===== config.mk =====
export PLATFORM = sky130hd
export DESIGN_NAME = seq_enc_8_3
export DESIGN_NICKNAME = d
export VERILOG_FILES = /design/src/rtl/seq_enc_pkg.sv /design/src/rtl/prio_enc_8_3.sv /design/src/rtl/seq_enc_8_3.sv
export SDC_FILE = /design/constraint.sdc
export NUM_CORES = 1
export LEC_CHECK = 0
export ABC_AREA = 1
export BUFFER_PORTS_ARGS = -buffer_cell sky130_fd_sc_hd__clkbuf_2
export CAP_MARGIN = 30
export CORE_UTILIZATION = 45
export CTS_BUF_LIST = sky130_fd_sc_hd__clkbuf_8
export CTS_CLUSTER_SIZE = 24
export DETAILED_ROUTE_END_ITERATION = 8
export GPL_ROUTABILITY_DRIVEN = 1
export PLACE_DENSITY = 0.69
export SLEW_MARGIN = 10
export SYNTH_ARGS = -nofsm -noshare
export SYNTH_HDL_FRONTEND = slang
export SYNTH_SLANG_ARGS = --single-unit

===== constraint.sdc =====
create_clock -name clk -period 1.9 [get_ports clk]
set_input_delay 0.19 -clock clk [delete_from_list [all_inputs] [get_ports clk]]
set_output_delay 0.19 -clock clk [all_outputs]
set_load 0.01 [all_outputs]

===== src/rtl/seq_enc_pkg.sv =====
// Shared types and sizes for the sequential 8:3 encoder.
package seq_enc_pkg;

  localparam int N  = 8;
  localparam int IW = $clog2(N);

  typedef enum logic [1:0] {
    IDLE = 2'd0,
    EMIT = 2'd1,
    DONE = 2'd2
  } state_t;

  typedef logic [IW-1:0] idx_t;

endpackage


===== src/rtl/prio_enc_8_3.sv =====
// Combinational 8:3 priority encoder used to pick the next index to emit.
// Optional macro SEQ_ENC_MSB_FIRST_EN: highest set bit wins instead of lowest.
// An all-zero vector encodes to index 0 with any=0.
module prio_enc_8_3
  import seq_enc_pkg::*;
(
  input  logic [N-1:0] vec,
  output idx_t         idx,
  output logic         any,
  output logic         one
);

  logic [N-1:0] vec_m1;

  // Scan so that the highest-priority set bit is the last one written.
  always_comb begin
    idx = '0;
`ifdef SEQ_ENC_MSB_FIRST_EN
    for (int i = 0; i < N; i++) begin
      if (vec[i]) idx = IW'(i);
    end
`else
    for (int i = N - 1; i >= 0; i--) begin
      if (vec[i]) idx = IW'(i);
    end
`endif
  end

  // Exactly one bit set: nonzero and clearing the lowest bit leaves nothing.
  always_comb begin
    vec_m1 = vec - N'(1);
    any    = |vec;
    one    = any && ((vec & vec_m1) == '0);
  end

endmodule


===== src/rtl/seq_enc_8_3.sv =====
// Sequential 8:3 encoder: accepts a multi-hot vector, emits one index per
// output handshake in priority order, then pulses done.
// Optional macro SEQ_ENC_MSB_FIRST_EN reverses the scan order (MSB first).
//
// state | meaning
// IDLE  | ready for a new vector (once out of reset)
// EMIT  | presenting the priority index of the remaining bits
// DONE  | one-cycle done pulse, input still blocked
module seq_enc_8_3
  import seq_enc_pkg::*;
(
  input  logic         clk,
  input  logic         rst,
  input  logic         in_valid,
  input  logic [N-1:0] in_vec,
  output logic         in_ready,
  output logic         out_valid,
  output logic [IW-1:0] out_idx,
  output logic         out_last,
  input  logic         out_ready,
  output logic         done
);

  state_t       state_q, state_d;
  logic [N-1:0] rem_q, rem_d;
  logic         started_q;
  logic [N-1:0] clr_mask;
  idx_t         pe_idx;
  logic         pe_any;
  logic         pe_one;

  prio_enc_8_3 u_prio (
    .vec (rem_q),
    .idx (pe_idx),
    .any (pe_any),
    .one (pe_one)
  );

  // started_q keeps in_ready low until the first edge after reset release.
  always_ff @(posedge clk or posedge rst) begin
    if (rst) begin
      state_q   <= IDLE;
      rem_q     <= '0;
      started_q <= 1'b0;
    end else begin
      state_q   <= state_d;
      rem_q     <= rem_d;
      started_q <= 1'b1;
    end
  end

  // Next-state, remaining-vector update and handshake outputs.
  always_comb begin
    state_d   = state_q;
    rem_d     = rem_q;
    in_ready  = 1'b0;
    out_valid = 1'b0;
    done      = 1'b0;
    clr_mask  = '0;
    clr_mask[pe_idx] = 1'b1;
    case (state_q)
      IDLE: begin
        in_ready = started_q;
        if (in_valid && started_q) begin
          if (in_vec != '0) begin
            rem_d   = in_vec;
            state_d = EMIT;
          end else begin
            state_d = DONE;
          end
        end
      end
      EMIT: begin
        out_valid = pe_any;
        if (pe_any && out_ready) begin
          rem_d = rem_q & ~clr_mask;
          if (pe_one) state_d = DONE;
        end
      end
      DONE: begin
        done    = 1'b1;
        state_d = IDLE;
      end
      default: begin
        state_d = IDLE;
        rem_d   = '0;
      end
    endcase
  end

  // Index is driven straight from rem; rem is empty outside EMIT so it reads 0.
  always_comb begin
    out_idx  = pe_idx;
    out_last = (state_q == EMIT) && pe_one;
  end

endmodule


==> results of run 1 <==
-- per-stage QoR --
step,util (%),hold slack (ns),area (um^2)
detailed placement,56.3,0.202,877
finish,59.8,0.196,932
CTS,59.8,0.197,932
global placement,56.3,0.201,877
floorplan,-,0.0424,782
global route,59.8,0.227,932
-- power by group through the flow --
| stage | logic (mW) | clock network (mW) | registers (mW) |
|---|---|---|---|
| 5_1_grt | 1.15 | 0.249 | 0.437 |
| 3_3_place_gp | 0.989 | 0 | 0.421 |
| 4_1_cts | 1.01 | 0.234 | 0.424 |
| 2_1_floorplan | 0.815 | 0 | 0.404 |
| 6_report | 1.01 | 0.230 | 0.425 |
| 3_5_place_dp | 1.01 | 0 | 0.427 |
-- state kept, by name, summed over array words and instances (netlist names) --
name and cells:
state_q 2, rem_q 8, started_q 1
-- layer usage --
metal / vias up / part of all wire [%] / GRT usage, % / wire [um]
met4: 0 / 1.7 / 9.38 / 29
li1: 403 / - / - / -
met5: - / 0 / 0 / 0
met3: 5 / 6.1 / 3.75 / 107
met1: 346 / 47 / 28.7 / 828
met2: 32 / 45 / 32.8 / 780
-- layout by cell type (no fill, tap or decap), types with 2 or more instances in the layout --
| master | count |
|---|---|
| o22ai_1 | 2 |
| clkbuf_8 | 3 |
| a21oi_1 | 6 |
| o21ai_1 | 11 |
| nor3_1 | 2 |
| o21ai_2 | 4 |
| nand2_1 | 23 |
| nor2_1 | 15 |
| inv_2 | 3 |
| o21ai_0 | 5 |
| nor2_2 | 5 |
| dfrtp_1 | 11 |
| nand2_2 | 3 |
| clkbuf_2 | 18 |
| inv_1 | 17 |
-- path summary, 6_finish.rpt --
kind	cells after the start	slack, ns	startpoint	endpoint
max in group asynchronous	3	1.10	rst	state_q[1]
setup / recovery	8	0.08	rem_q[3]	out_last
min in group asynchronous	3	0.48	rst	rem_q[2]
hold / removal	3	0.20	in_vec[0]	rem_q[0]
setup reg to reg	9	0.44	rem_q[3]	state_q[1]
hold reg to reg	1	0.54	state_q[1]	state_q[1]
-- kinds of logic (layout without fill, tap and decap cells) --
group	Yosys count	in the layout	synth area share, %
AOI/OAI and AO/OA	29	29	21.1
and+or+nand+nor	52	52	31.7
other	1	1	0.480
buffers and inverters	21	43	11.5
DFF	11	11	35.2
-- worst max-delay path: stages (launching register included) --
cell and delay (ns):
dfrtp_1 0.43, nor2_2 0.21, nand2_4 0.11, o21ai_1 0.17
inv_1 0.06, nor2_1 0.11, nand2_1 0.08, nor2_1 0.09
clkbuf_2 0.13
-- final cells by class --
type | instances | area [um^2]
fillers | 153 | 627
multi-input cells | 82 | 417
flip-flops and latches | 11 | 275
repair buffers | 19 | 100
inverters | 20 | 75.1
clock buffers | 3 | 41.3
well taps | 16 | 20.0
clock inverters | 1 | 3.75
==> flow_summary.yaml, run 1 <==
power:
  power_mw: 1.67
  seqPwrFrac_pct: 25.5
  switchingPower_mw: 0.847
  clkPwrFrac_pct: 13.8
  power_leakage_nw: 0.493
  power.share.switching_pct: 50.8
  power_density_mw_per_mm2: 1790
  p_int_mw: 0.820
  ir_drop_mv: 0.907
  pwr-share-comb_pct: 60.7
floorplan:
  pin_count: 19
  die_area_mm2: 0.00191
  initial_utilization_pct: 50.2
  coreArea_mm2: 0.00156
  rows: 14
  die_h_um: 43.7
  die_x_um: 43.7
sta:
  setup_viol: 0
  rsz0062_at_grt: "false"
  drv_slew: 0
  clock_skew_ns: 0.00532
  worst_slack_ns: 0.0801
  hold_viol: 0
  min_period_over_period_pct: 95.8
  setup_tns_ns: 0
  period_needed_ns: 1.82
  fmax_mhz: 549
global_routing:
  grtUsageTotal_pct: 21.2
  overflow: 0
  grt_pass1_wl_um: 2930
  grt_max_degree: 17
  grt_pass1_vias: 697
  antenna_found_initial: 0
placement:
  dp_slack_ns: 0.370
  routabilityCongestion: 0.844
  dp_hpwl_um: 1330
  io_buffers: 18
  dp.cells: 147
clocking:
  cts_root_buf: "clkbuf_8"
  clock_latency_ns: 0.24
  clkSinkCount: 11
  post_cts_buffers: 0
  ctsHoldBuffers: 1
  cts_tree: "done"
  ctsResizeCount: 0
  clk_pin_slew_ns: 0.05
  ctsLongestPathBuffers: 2
  cts_made_buffers: 3
  ctsHtreeMaxLevel: 1
detailed_routing:
  finalWirelength_um: 1740
  drtIter0Drc: 31
  via_per_inst: 5.17
  dr.pass1.iters: 6
  drt-wirelength-per-cell_um: 11.5
  final_antenna_net_count: 0
  vias: 786
  drcViolationCount: 1
worst_setup_path:
  required_ns: 1.71
  critPathMaxFanout: 7
  critPathKind: "reg -> out"
  worstSetupStartpointType: "flop"
  cp-end-kind: "primary output"
  worstPathArrival_ns: 1.63
layout:
  syn_to_final_growth_pct: 19.2
  final_cells: 152
  finalNetCount: 149
  diodes: 0
  drive_above_1_share_pct: 28.7
job:
  drv_cap: 0
worst_hold_path:
  worst_hold_path_type: "in -> reg"
logic_synthesis:
  post_synth_main_area_contributors: "dfrtp_1, nand2_1, inv_1"
  synth.net_count: 126
  synth_area_um2: 782
  syn_area_per_cell_um2: 6.86
  synth_cell_types: 21
  synth_common_cells: "nand2_1, inv_1, nor2_1"
  synthCells: 114
  synth_top_cell_by_area: "dfrtp_1"
  ys_seq_elements: 11
  synth-edff-count: 0
  ys_seq_area_share_pct: 35.2
  synth.most_common_cell: "nand2_1"
  synth-main-ff-cell: "dfrtp_1"
  synth.yosys.warnings: 0
  synth_top_area_share_pct: 35.2
  async_flop_share_pct: 100
run_status:
  violations: "design-rule violations"
  status: "finished, violations left"
Power figures use the tool's default switching activity.
==> run 2: changes to the inputs <==
Settings changed: REMOVE_ABC_BUFFERS from default to 1.
==> flow_summary.yaml, run 2 (synthesis results as in run 1) <==
run_status:
  status: "completed"
layout:
  final_cells: 152
  syn_to_final_growth_pct: 22.6
  final_cell_mix: "nand2_1, clkbuf_2, inv_1, nor2_1, dfrtp_1"
  final_common_cell: "nand2_1"
  finalNetCount: 149
  regMostFlops: "rem_q"
  diodes: 0
  fin_area_um2: 958
  largestRegisters: "rem_q x8, state_q x2, started_q x1"
  drive_above_1_share_pct: 31.6
  largest_reg_flops: 8
clocking:
  clock_latency_ns: 0.24
  ctsLongestPathBuffers: 2
  cts_root_buf: "clkbuf_8"
  clk_pin_slew_ns: 0.05
  cts_made_buffers: 3
  clkSinkCount: 11
  post_cts_buffers: 0
  cts_tree: "done"
  ctsHtreeMaxLevel: 1
sta:
  min_period_over_period_pct: 93.1
  worst_slack_ns: 0.130
  hold_viol: 0
  setup_viol: 0
  drv_slew: 0
  setup_tns_ns: 0
  holdWs_ns: 0.210
  period_needed_ns: 1.77
  clock_skew_ns: 0.00731
  fmax_mhz: 565
placement:
  dp_hpwl_um: 1340
  dp_slack_ns: 0.354
  routabilityCongestion: 0.827
  io_buffers: 18
  post_dp_cell_area_um2: 877
  dp.cells: 147
floorplan:
  coreArea_mm2: 0.00156
  die_x_um: 43.7
  pin_count: 19
  initial_utilization_pct: 50.2
  die_h_um: 43.7
  rows: 14
  die_area_mm2: 0.00191
worst_setup_path:
  cp_cell_sequence: "nor2_4 > nand2_4 > nand2_1 > nand2_1 > nor3_2 > nand2_1 > nor2_1 > clkbuf_2"
  critical-path-slowest-cell: "dfrtp_1"
  critPathKind: "reg -> out"
  critPathMaxFanout: 7
  cp-end-kind: "primary output"
  worstPathArrival_ns: 1.58
  worstSetupStartpointType: "flop"
  cpPeakStageDelay_ns: 0.42
  required_ns: 1.71
  rr_worst_depth: 8
  crit_top_cell: "nand2_1"
detailed_routing:
  vias: 773
  drtIter0Drc: 10
  drcViolationCount: 0
  via_per_inst: 5.09
  drt-wirelength-per-cell_um: 11.8
  dr.pass1.iters: 4
  final_antenna_net_count: 0
  finalWirelength_um: 1790
global_routing:
  grtUsageTotal_pct: 22.6
  grt_max_degree: 17
  antenna_found_initial: 0
  grt_pass1_wl_um: 3080
  grt_pass1_vias: 739
  overflow: 0
job:
  drv_cap: 0
power:
  power_density_mw_per_mm2: 1800
  ir_drop_mv: 0.827
  power_leakage_nw: 0.500
worst_hold_path:
  holdPathStages: 3
  worst_hold_path_type: "in -> reg"
==> run 2: cell counts in the layout (fill, tap and decap cells not counted) <==
No cell type changed its count.
==> run 2: repair_timing <==
| item | CTS | global route |
|---|---|---|
| hold buffers | 1 | 0 |
| gates resized for setup | 0 | 6 |
| endpoints found under the hold margin | 11 | 0 |
| endpoints found under the setup margin | 0 | 1 |
==> run 2: final timing paths <==
path	from	end	slack, ns
max	rem_q[0]	out_last	0.13
min	in_vec[0]	rem_q[0]	0.21
max reg2reg	rem_q[4]	state_q[1]	0.48
min reg2reg	state_q[1]	state_q[1]	0.54
max in group asynchronous	rst	state_q[0]	1.09
min in group asynchronous	rst	rem_q[6]	0.49
==> run 2: metal layers <==
layer / GRT usage [%] / part of all wire, % / up-vias
li1: - / - / 400
met1: 30.4 / 50 / 352
met2: 33.1 / 44 / 16
met3: 4.17 / 3.6 / 5
met4: 14.4 / 2.7 / 0
met5: 0 / 0 / -
==> run 2: metrics by stage <==
stage               utilization, %  power (mW)
floorplan                        -        1.17
global placement              56.3        1.41
detailed placement            56.3        1.43
CTS                           59.8        1.69
global route                  61.5        1.89
finish                        61.5        1.72
==> run 2: area by class of cell <==
| type | instances | area, um^2 |
|---|---|---|
| inverter | 20 | 75.1 |
| sequential | 11 | 275 |
| multi-input combinational | 82 | 443 |
| fill | 161 | 601 |
| timing repair buffer | 19 | 100 |
| clock inverter | 1 | 3.75 |
| tap | 16 | 20.0 |
| clock buffer | 3 | 41.3 |
==> run 2: worst max-delay path, delay by kind of cell, from the launching register on <==
family	cells	cell delay [ns]
flops	1	0.42
buf+inv	1	0.13
simple gates	7	0.78
==> run 2: power by group <==
| group | switching, mW | internal [mW] | leakage, nW |
|---|---|---|---|
| sequential | 0.120 | 0.319 | 0.142 |
| combinational | 0.669 | 0.379 | 0.331 |
| clock | 0.0938 | 0.142 | 0.0269 |
==> run 3: changes to the inputs <==
Clock period 1.9 ns to 1.75 ns, I/O delays scaled along.
==> flow_summary.yaml, run 3 (synthesis results as in run 1) <==
placement:
  io_buffers: 18
  dp_hpwl_um: 1320
  dp_slack_ns: 0.243
  routabilityCongestion: 0.819
worst_setup_path:
  critPathKind: "reg -> out"
  worstSetupStartpointType: "flop"
  worstPathArrival_ns: 1.54
  path_depth: 8
  cp-end-kind: "primary output"
  required_ns: 1.57
  critPathBufInv: 1
  cpPeakStageDelay_ns: 0.43
  rr_worst_depth: 8
  critPathMaxFanout: 7
  cp_top_family: "simple AND/OR/NAND/NOR gates"
  critical-path-slowest-cell: "dfrtp_2"
  cp_cell_sequence: "nor2_4 > nand2_4 > o21ai_2 > nand2_1 > nor2_1 > nand2_1 > nor2_1 > buf_2"
global_routing:
  grtUsageTotal_pct: 23.1
  overflow: 0
  grt_max_degree: 17
  antenna_found_initial: 0
  grt_pass1_wl_um: 3140
  grt_pass1_vias: 744
floorplan:
  coreArea_mm2: 0.00156
  die_x_um: 43.7
  rows: 14
  die_area_mm2: 0.00191
  die_h_um: 43.7
  initial_utilization_pct: 50.2
  pin_count: 19
sta:
  rsz0062_at_grt: "true"
  holdWs_ns: 0.192
  clock_skew_ns: 0.00440
  period_needed_ns: 1.72
  setup_tns_ns: 0
  min_period_over_period_pct: 98.0
  worst_slack_ns: 0.0342
  fmax_mhz: 583
  hold_viol: 0
  drv_slew: 0
  setup_viol: 0
clocking:
  cts_tree: "done"
  clock_latency_ns: 0.24
  ctsLongestPathBuffers: 2
  clk_pin_slew_ns: 0.05
  cts_root_buf: "clkbuf_8"
  cts_made_buffers: 3
  ctsHtreeMaxLevel: 1
  clkSinkCount: 11
layout:
  fillers: 149
  largestRegisters: "rem_q x8, state_q x2, started_q x1"
  drive_above_1_share_pct: 35.7
  final_cell_mix: "nand2_1, inv_1, clkbuf_2, nor2_1, dfrtp_1"
  largest_reg_flops: 8
  final_common_cell: "nand2_1"
  diodes: 0
  syn_to_final_growth_pct: 26.4
  finalNetCount: 153
  regMostFlops: "rem_q"
detailed_routing:
  drtIter0Drc: 22
  drt-wirelength-per-cell_um: 11.0
  finalWirelength_um: 1710
  via_per_inst: 4.97
  vias: 776
  drcViolationCount: 0
  final_antenna_net_count: 0
  dr.pass1.iters: 4
worst_hold_path:
  worst_hold_path_type: "in -> reg"
  holdPathStages: 3
job:
  drv_cap: 0
power:
  power_density_mw_per_mm2: 1980
  ir_drop_mv: 1.00
  power_leakage_nw: 0.516
run_status:
  status: "completed"
==> run 3: changes by cell type in the layout (fill, tap and decap cells not counted) <==
| cell | delta |
|---|---|
| nor2_2 | +1 |
| buf_4 | +4 |
| nor2_4 | -1 |
| clkbuf_2 | -1 |
| buf_2 | +1 |
| nand2_2 | +1 |
| dfrtp_2 | +2 |
| dfrtp_1 | -2 |
| nand2_1 | -1 |
==> run 3: repair_timing <==
item | 4_1_cts | 5_1_grt
gates resized for setup | 1 | 8
buffers inserted | 1 | 2
endpoints found under the hold margin | 11 | 0
endpoints found under the setup margin | 1 | 1
hold buffers | 1 | 0
pin swaps | 2 | 4
==> run 3: final timing paths <==
check | from | end | slack, ns
hold reg to reg | state_q[1] | state_q[1] | 0.54
setup reg to reg | rem_q[1] | rem_q[0] | 0.23
hold / removal | in_vec[0] | rem_q[0] | 0.19
setup / recovery | rem_q[1] | out_last | 0.03
max in group asynchronous | rst | rem_q[1] | 0.94
min in group asynchronous | rst | rem_q[6] | 0.47
==> run 3: tightest hold or removal path: cells and delay by family <==
kind	cells	cell delay (ns)
compound gates	1	0.06
buf+inv	1	0.09
simple gates	1	0.06
==> run 3: stage by stage <==
| stage | area (um^2) | cells | util (%) | power, mW |
|---|---|---|---|---|
| 5_1_grt | 988 | 156 | 63.4 | 2.16 |
| 3_5_place_dp | 885 | 148 | 56.7 | 1.56 |
| 3_3_place_gp | 885 | 148 | 56.7 | 1.55 |
| 2_1_floorplan | 767 | 113 | - | 1.27 |
| 6_report | 988 | 156 | 63.4 | 1.95 |
| 4_1_cts | 951 | 154 | 61.0 | 1.85 |
==> run 3: layer usage <==
metal | up-vias | part of all wire (%) | track usage [%] | wire length, um
met5 | - | 0 | 0 | 0
met4 | 0 | 3.3 | 16.9 | 57
met3 | 5 | 4.4 | 4.17 | 75
met2 | 22 | 43 | 31.9 | 744
met1 | 336 | 49 | 31.8 | 836
li1 | 413 | - | - | -
==> run 3: where the power goes <==
group	internal, mW	switching (mW)
Sequential	0.350	0.118
Combinational	0.492	0.743
Clock	0.154	0.0964
==> run 3: final cells by class <==
type,count,area [um^2],share of cell area [%]
clock inverter,1,3.75,0.380
multi-input combinational,82,440,44.6
clock buffer,3,41.3,4.18
timing repair buffer,23,130,13.2
inverter,20,75.1,7.59
tap,16,20.0,2.03
sequential,11,278,28.1
